`src/rtl/btn_evt_pkg.sv`:
```
// Shared types and helpers for the button event decoder.
// Optional auto-repeat is enabled by defining BTN_EVT_REPEAT_EN.
package btn_evt_pkg;

   typedef enum logic [1:0] {
      ST_IDLE    = 2'd0,
      ST_PRESSED = 2'd1,
      ST_HELD    = 2'd2
   } state_t;

   function automatic int clog2(input int n);
      int w;
      int v;
      w = 0;
      v = n - 1;
      while (v > 0) begin
         w = w + 1;
         v = v >> 1;
      end
      return w;
   endfunction

   // Bits needed to hold values 0..max_val, never less than one.
   function automatic int cnt_width(input int max_val);
      int w;
      w = clog2(max_val + 1);
      return (w < 1) ? 1 : w;
   endfunction

endpackage

```
`src/rtl/btn_event_fsm.sv`:
```
// One button: IDLE/PRESSED/HELD classifier with registered event pulses.
// BTN_EVT_REPEAT_EN adds the auto-repeat counter in HELD.
module btn_event_fsm
   import btn_evt_pkg::*;
#(
   parameter int LONG_MS   = 1000,
   parameter int REPEAT_MS = 200
) (
   input  logic clk,
   input  logic rst,
   input  logic tick,
   input  logic level,
   input  logic rise,
   output logic short_pulse,
   output logic long_pulse,
   output logic repeat_pulse,
   output logic btn_held
);

`ifdef BTN_EVT_REPEAT_EN
   localparam int CNT_MAX = (LONG_MS > REPEAT_MS) ? LONG_MS : REPEAT_MS;
`else
   localparam int CNT_MAX = LONG_MS;
`endif
   localparam int CW = cnt_width(CNT_MAX);
   localparam logic [CW-1:0] LONG_LAST = CW'(LONG_MS - 1);
`ifdef BTN_EVT_REPEAT_EN
   localparam logic [CW-1:0] REP_LAST = CW'(REPEAT_MS - 1);
`endif

   state_t        state;
   state_t        state_d;
   logic [CW-1:0] cnt;
   logic [CW-1:0] cnt_d;
   logic          short_d;
   logic          long_d;
`ifdef BTN_EVT_REPEAT_EN
   logic          rep_d;
`endif

   always_comb begin
      state_d = state;
      cnt_d   = cnt;
      short_d = 1'b0;
      long_d  = 1'b0;
`ifdef BTN_EVT_REPEAT_EN
      rep_d   = 1'b0;
`endif
      unique case (state)
         ST_IDLE: begin
            // A tick coinciding with the press edge is deliberately not counted
            if (rise) begin
               state_d = ST_PRESSED;
               cnt_d   = '0;
            end
         end
         ST_PRESSED: begin
            if (!level) begin
               state_d = ST_IDLE;
               cnt_d   = '0;
               short_d = 1'b1;
            end else if (tick) begin
               if (cnt == LONG_LAST) begin
                  state_d = ST_HELD;
                  cnt_d   = '0;
                  long_d  = 1'b1;
               end else begin
                  cnt_d = cnt + 1'b1;
               end
            end
         end
         ST_HELD: begin
            if (!level) begin
               state_d = ST_IDLE;
               cnt_d   = '0;
            end
`ifdef BTN_EVT_REPEAT_EN
            else if (tick) begin
               if (cnt == REP_LAST) begin
                  cnt_d = '0;
                  rep_d = 1'b1;
               end else begin
                  cnt_d = cnt + 1'b1;
               end
            end
`endif
         end
         default: begin
            state_d = ST_IDLE;
            cnt_d   = '0;
         end
      endcase
   end

   always_ff @(posedge clk) begin
      if (rst) begin
         state       <= ST_IDLE;
         cnt         <= '0;
         short_pulse <= 1'b0;
         long_pulse  <= 1'b0;
         btn_held    <= 1'b0;
      end else begin
         state       <= state_d;
         cnt         <= cnt_d;
         short_pulse <= short_d;
         long_pulse  <= long_d;
         btn_held    <= (state_d == ST_HELD);
      end
   end

`ifdef BTN_EVT_REPEAT_EN
   always_ff @(posedge clk) begin
      if (rst) repeat_pulse <= 1'b0;
      else     repeat_pulse <= rep_d;
   end
`else
   assign repeat_pulse = 1'b0;
`endif

endmodule

```
`src/rtl/btn_event_decoder.sv`:
```
// Classifies debounced button presses into SHORT/LONG/REPEAT pulses.
// Auto-repeat is built only when BTN_EVT_REPEAT_EN is defined.
module btn_event_decoder
   import btn_evt_pkg::*;
#(
   parameter int BTN_WIDTH = 4,
   parameter int PRESCALE  = 6000,
   parameter int LONG_MS   = 1000,
   parameter int REPEAT_MS = 200
) (
   input  logic                 clk,
   input  logic                 rst,
   input  logic [BTN_WIDTH-1:0] btn_level,
   output logic [BTN_WIDTH-1:0] short_pulse,
   output logic [BTN_WIDTH-1:0] long_pulse,
   output logic [BTN_WIDTH-1:0] repeat_pulse,
   output logic [BTN_WIDTH-1:0] btn_held
);

   localparam int PW = cnt_width(PRESCALE - 1);
   localparam logic [PW-1:0] PS_LAST = PW'(PRESCALE - 1);

   logic [PW-1:0]        ps_cnt;
   logic                 tick;
   logic [BTN_WIDTH-1:0] prev;
   logic [BTN_WIDTH-1:0] rise;

   assign tick = (ps_cnt == PS_LAST);

   always_ff @(posedge clk) begin
      if (rst || tick) ps_cnt <= '0;
      else             ps_cnt <= ps_cnt + 1'b1;
   end

   // prev resets high so a button held through reset needs a fresh press
   always_ff @(posedge clk) begin
      if (rst) prev <= '1;
      else     prev <= btn_level;
   end

   assign rise = btn_level & ~prev;

   for (genvar i = 0; i < BTN_WIDTH; i++) begin : g_btn
      btn_event_fsm #(
         .LONG_MS   (LONG_MS),
         .REPEAT_MS (REPEAT_MS)
      ) u_fsm (
         .clk          (clk),
         .rst          (rst),
         .tick         (tick),
         .level        (btn_level[i]),
         .rise         (rise[i]),
         .short_pulse  (short_pulse[i]),
         .long_pulse   (long_pulse[i]),
         .repeat_pulse (repeat_pulse[i]),
         .btn_held     (btn_held[i])
      );
   end

endmodule

```
`config.mk`:
```
export PLATFORM = sky130hd
export DESIGN_NAME = btn_event_decoder
export DESIGN_NICKNAME = d
export VERILOG_FILES = /design/src/rtl/btn_evt_pkg.sv /design/src/rtl/btn_event_fsm.sv /design/src/rtl/btn_event_decoder.sv
export SDC_FILE = /design/constraint.sdc
export NUM_CORES = 1
export LEC_CHECK = 0
export CORE_ASPECT_RATIO = 1.75
export CORE_UTILIZATION = 60
export CTS_CLUSTER_SIZE = 28
export DETAILED_ROUTE_END_ITERATION = 10
export GPL_ROUTABILITY_DRIVEN = 0
export GPL_TIMING_DRIVEN = 0
export PLACE_DENSITY = 0.9
export SYNTH_ARGS = -nofsm -noshare
export SYNTH_HDL_FRONTEND = slang
export SYNTH_SLANG_ARGS = --single-unit
```
`constraint.sdc`:
```
create_clock -name clk -period 3.92 [get_ports clk]
set_input_delay 0.784 -clock clk [delete_from_list [all_inputs] [get_ports clk]]
set_output_delay 0.784 -clock clk [all_outputs]
set_load 0.05 [all_outputs]
```
# == Word level (Yosys, flattened, before mapping) ==
# Cells that the tools add are included.
# word_totals
regBits,77
inputBits,6
output_inout_bits,16
word_cells,140
# op_classes
n_addsub,5
n_eq_ne,29
mux,56
bitwise_logic,11
reduce_logical,17
# op_table
cell,count
$mux 10,20
$pmux 10 s3,4
$add 10x1->10 const B,4
$eq 10x10->1 const B,4
$mux 2,20
$pmux 2 s3,4
$eq 2x2->1 const B,8
$ne 2x2->1 const B,8
$reduce_or 4->1,4
$add 13x1->13 const B,1
$eq 13x13->1 const B,1
$ne 3x3->1 const B,4
$reduce_and 3->1,4
$not 1->1,9
$eq 2x1->1 const B,4
$logic_not 2->1,4
$mux 1,8
$reduce_or 2->1,4
$and 4x4->4,1
$not 4->4,1
$logic_or 1x1->1,1

# == Depth between registers and ports, before layout ==
# logic_depth
ltp_word,6
depth_mapped,8
ltp_nobuf,6

# == Cells and area by module ==
# Synthesis repeated with hierarchy kept, for this count alone.
# hier_totals
cells_unflattened,389
hier_area_um2,3668.5
# modules_own_cells
mod,instances,cells_per_inst,area_each_um2
btn_event_fsm,4,78,737.0
btn_event_decoder,1,77,720.7

# == Worst setup path before layout ==
# No wires, ideal clock.
# synth_path
kind,input port to flip-flop
startpoint,input btn_level[3]
endpoint,register g_btn[3].u_fsm.cnt[5]
setup_ns,0.071
t_arrival_ns,2.246
required_time_ns,3.849
slack_ns,1.603
stages,6
path_buffers,1
cell_sequence,clkbuf_1 nor3b_1 or3_1 o21ai_1 or4_1 a21oi_1
# synth_between
elab_chain_len,3
elab_cells_between_ends,7
classes_between,3 x eq/ne; 2 x mux; 1 x bitwise; 1 x reduce/logical
# synth_lines
element,line_no,text
start: declaration,btn_event_decoder.sv:13,"input logic [BTN_WIDTH-1:0] btn_level,"
$and 4x4->4,btn_event_decoder.sv:41,assign rise = btn_level & ~prev;
$ne 2x2->1 (no source line),n/a,
$reduce_and 3->1 (no source line),n/a,
end signal: assignment,btn_event_fsm.sv:104,cnt <= cnt_d;
end: declaration,btn_event_fsm.sv:33,logic [CW-1:0] cnt;
# Parallel ways exist; a longest one is shown, timed or not.
# A chain may end at the register's enable or synchronous reset.

# == Final worst setup path ==
# Ends and elaborated chain as after synthesis.

==> out/qor.csv <==
metric,value,unit
start_util,62.75,%
fin_skew,11.60,ps
hpwl,5.732,mm
wl,7.831,mm
fin_tns_setup,0,ps
fin_nets,487,
ios,22,
setup_viol,0,
cts_setup_buffers,0,
post_drt_wl_per_cell,14.01,um
place.port_buffers,16,
core_area,5972,sq um
p_comb_share,6.3,%
pwr-share-seq,55.9,%
clock-sinks,77,
power.density,341.3,nW/um^2
clkPwrFrac,37.8,%
antenna_found_initial,0,
ys_ff_latch,77,
crit_fanout,10,
critical_path_required,4200,ps
switching_share,24.26,%
clk_pin_slew_worst_paths,70,ps
num_rows,37,
fin_crit,2827,ps
syn_area,3747,sq um
die_w,61.74,um
grt_max_degree,13,
drive_gt1_share,10.60,%
critPathCaptureType,flop,
p_leak,0.001439,uW
async_flop_share,0,%
area_growth_syn_to_layout,11.92,%
h-tree-depth,3,
hp-class,flop to flop,
grt_pass1_wl,13.01,mm
antenna_cells,0,
yosysWarningCount,0,
switchingPower,347.3,uW
drc,0,
num_vias,3336,
fmax,0.3538,GHz
via_per_inst,5.968,
dieArea,6578,sq um
cap_violations,0,
die_y,106.5,um
grt_overflow,0,
worst_slew_pin_slew,1090,ps
avgSynthCellArea,8.402,sq um
clk_path_buf_depth,2,
hold_buffers,0,
status,finished clean,
start_kind,input port,
grt_pass1_vias,3189,
grt.total_usage,26.32,%
intPower,1084,uW
drtPass1Iterations,6,
slew_headroom,26.74,%
yosys.area.top_type,dfxtp_1,
clock_latency,360,ps
synth-seq-area-share,41.14,%
netlist.area_leader.share,41.14,%
synth_edf_count,0,
drtAntennaViolNets,0,
hold_viol,0,
path_class,input port to flop,
postSynthCellCount,446,
cts_tree,built,
root_buffer,clkbuf_8,
synth_flop_cell,dfxtp_1,
final.period_utilization,72.11,%
slew_viol_final,0,
cts_made_buffers,9,
cts_resized,0,
arrival,3110,ps
ys_types,53,
synthTopCellsByArea,"dfxtp_1 41%, nor2_1 4.8%, a21oi_1 4.7%",
rsz0062_at_grt,no,
ir_drop,286.5,uV
total_power,1431,uW
drtIter0Drc,248,
routing by layer:
layer / share of wire [%] / vias up / global-route usage [%]
met2: 54 / 72 / 46.77
li1: - / 1644 / -
met4: 3.7 / 0 / 15.87
met5: 0 / - / 0
met3: 3.1 / 26 / 6.691
met1: 39 / 1594 / 25.44
cell usage after synthesis (10+ instances only):
cell type	instances
buf_4	16
nand2_1	34
dfxtp_1	77
inv_1	11
o21ai_0	21
nor2b_1	10
or3_1	10
nor2_1	48
nor3_1	16
a21oi_1	35
xor2_1	13
nand3_1	21
cell usage in the layout (no fill, tap or decap), drive strengths merged, types with 9 or more instances in the layout:
cell and n:
and3 9, inv 11, dfxtp 77, or3 13
nand3 21, a21oi 35, nor3 16, nor2 48
nand2 34, clkdlybuf4s50 16, clkbuf 22, buf 18
nor2b 10, nand3b 9, xor2 13, o21ai 24
stage by stage:
step	worst slack [ps]	instance area [sq um]	hold slack, ps	instances	util, %
2_1_floorplan	1603	3759	429.5	449	-
3_3_place_gp	875.9	4016	442.6	543	67.25
3_5_place_dp	754.8	4016	457.6	543	67.25
4_1_cts	1136	4194	474.3	559	70.23
5_1_grt	981.0	4194	499.1	559	70.23
6_report	1093	4194	469.5	559	70.23
power by group through the flow:
stage / Clock (uW) / Sequential [uW] / Combinational [uW]
after floorplan: 0 / 816 / 66.1
after global placement: 0 / 817 / 86.0
final: 542 / 800 / 89.6
after global routing: 579 / 802 / 98.1
after CTS: 550 / 800 / 89.2
after detailed placement: 0 / 818 / 88.8
cell type report:
type / count / area [sq um]
sequential: 77 / 1541
clock inverter: 4 / 22.52
fill: 466 / 1778
timing repair buffer: 16 / 160.2
buffer: 28 / 193.9
clock buffer: 12 / 155.1
multi-input combinational: 333 / 1982
tap: 78 / 97.59
inverter: 11 / 41.29
final timing paths:
| path | from | to | slack (ps) | cells after the start |
|---|---|---|---|---|
| min reg2reg | ps_cnt[0] | ps_cnt[0] | 470 | 1 |
| max | btn_level[3] | g_btn[3].u_fsm.cnt[5] | 1090 | 7 |
| min | ps_cnt[0] | ps_cnt[0] | 470 | 1 |
| max reg2reg | ps_cnt[0] | g_btn[2].u_fsm.cnt[1] | 1190 | 7 |
state kept, by name (all words and copies together), names as in the netlist:
register and cells:
g_btn.u_fsm.long_pulse 4, g_btn.u_fsm.short_pulse 4, g_btn.u_fsm.btn_held 4, g_btn.u_fsm.state 8
g_btn.u_fsm.cnt 40, ps_cnt 13, prev 4
cells by family (layout without fill, tap and decap cells):
family,after synthesis,after routing,synth area share [%]
other,1,4,0.1001
XOR/XNOR,19,19,4.441
multiplexers,7,7,1.903
AO/OA/AOI/OAI,89,89,14.16
adder cells (fa/ha/maj),5,5,1.669
flip-flops,77,77,41.14
buffers and inverters,39,71,6.277
AND/OR/NAND/NOR,209,209,30.32
critical path: stages:
cell,delay [ps]
clkdlybuf4s50_1,490
clkbuf_1,310
nor3b_1,290
or3_1,220
o21ai_1,260
or4_1,590
a21oi_1,150
(Power assumes the default switching activity.)
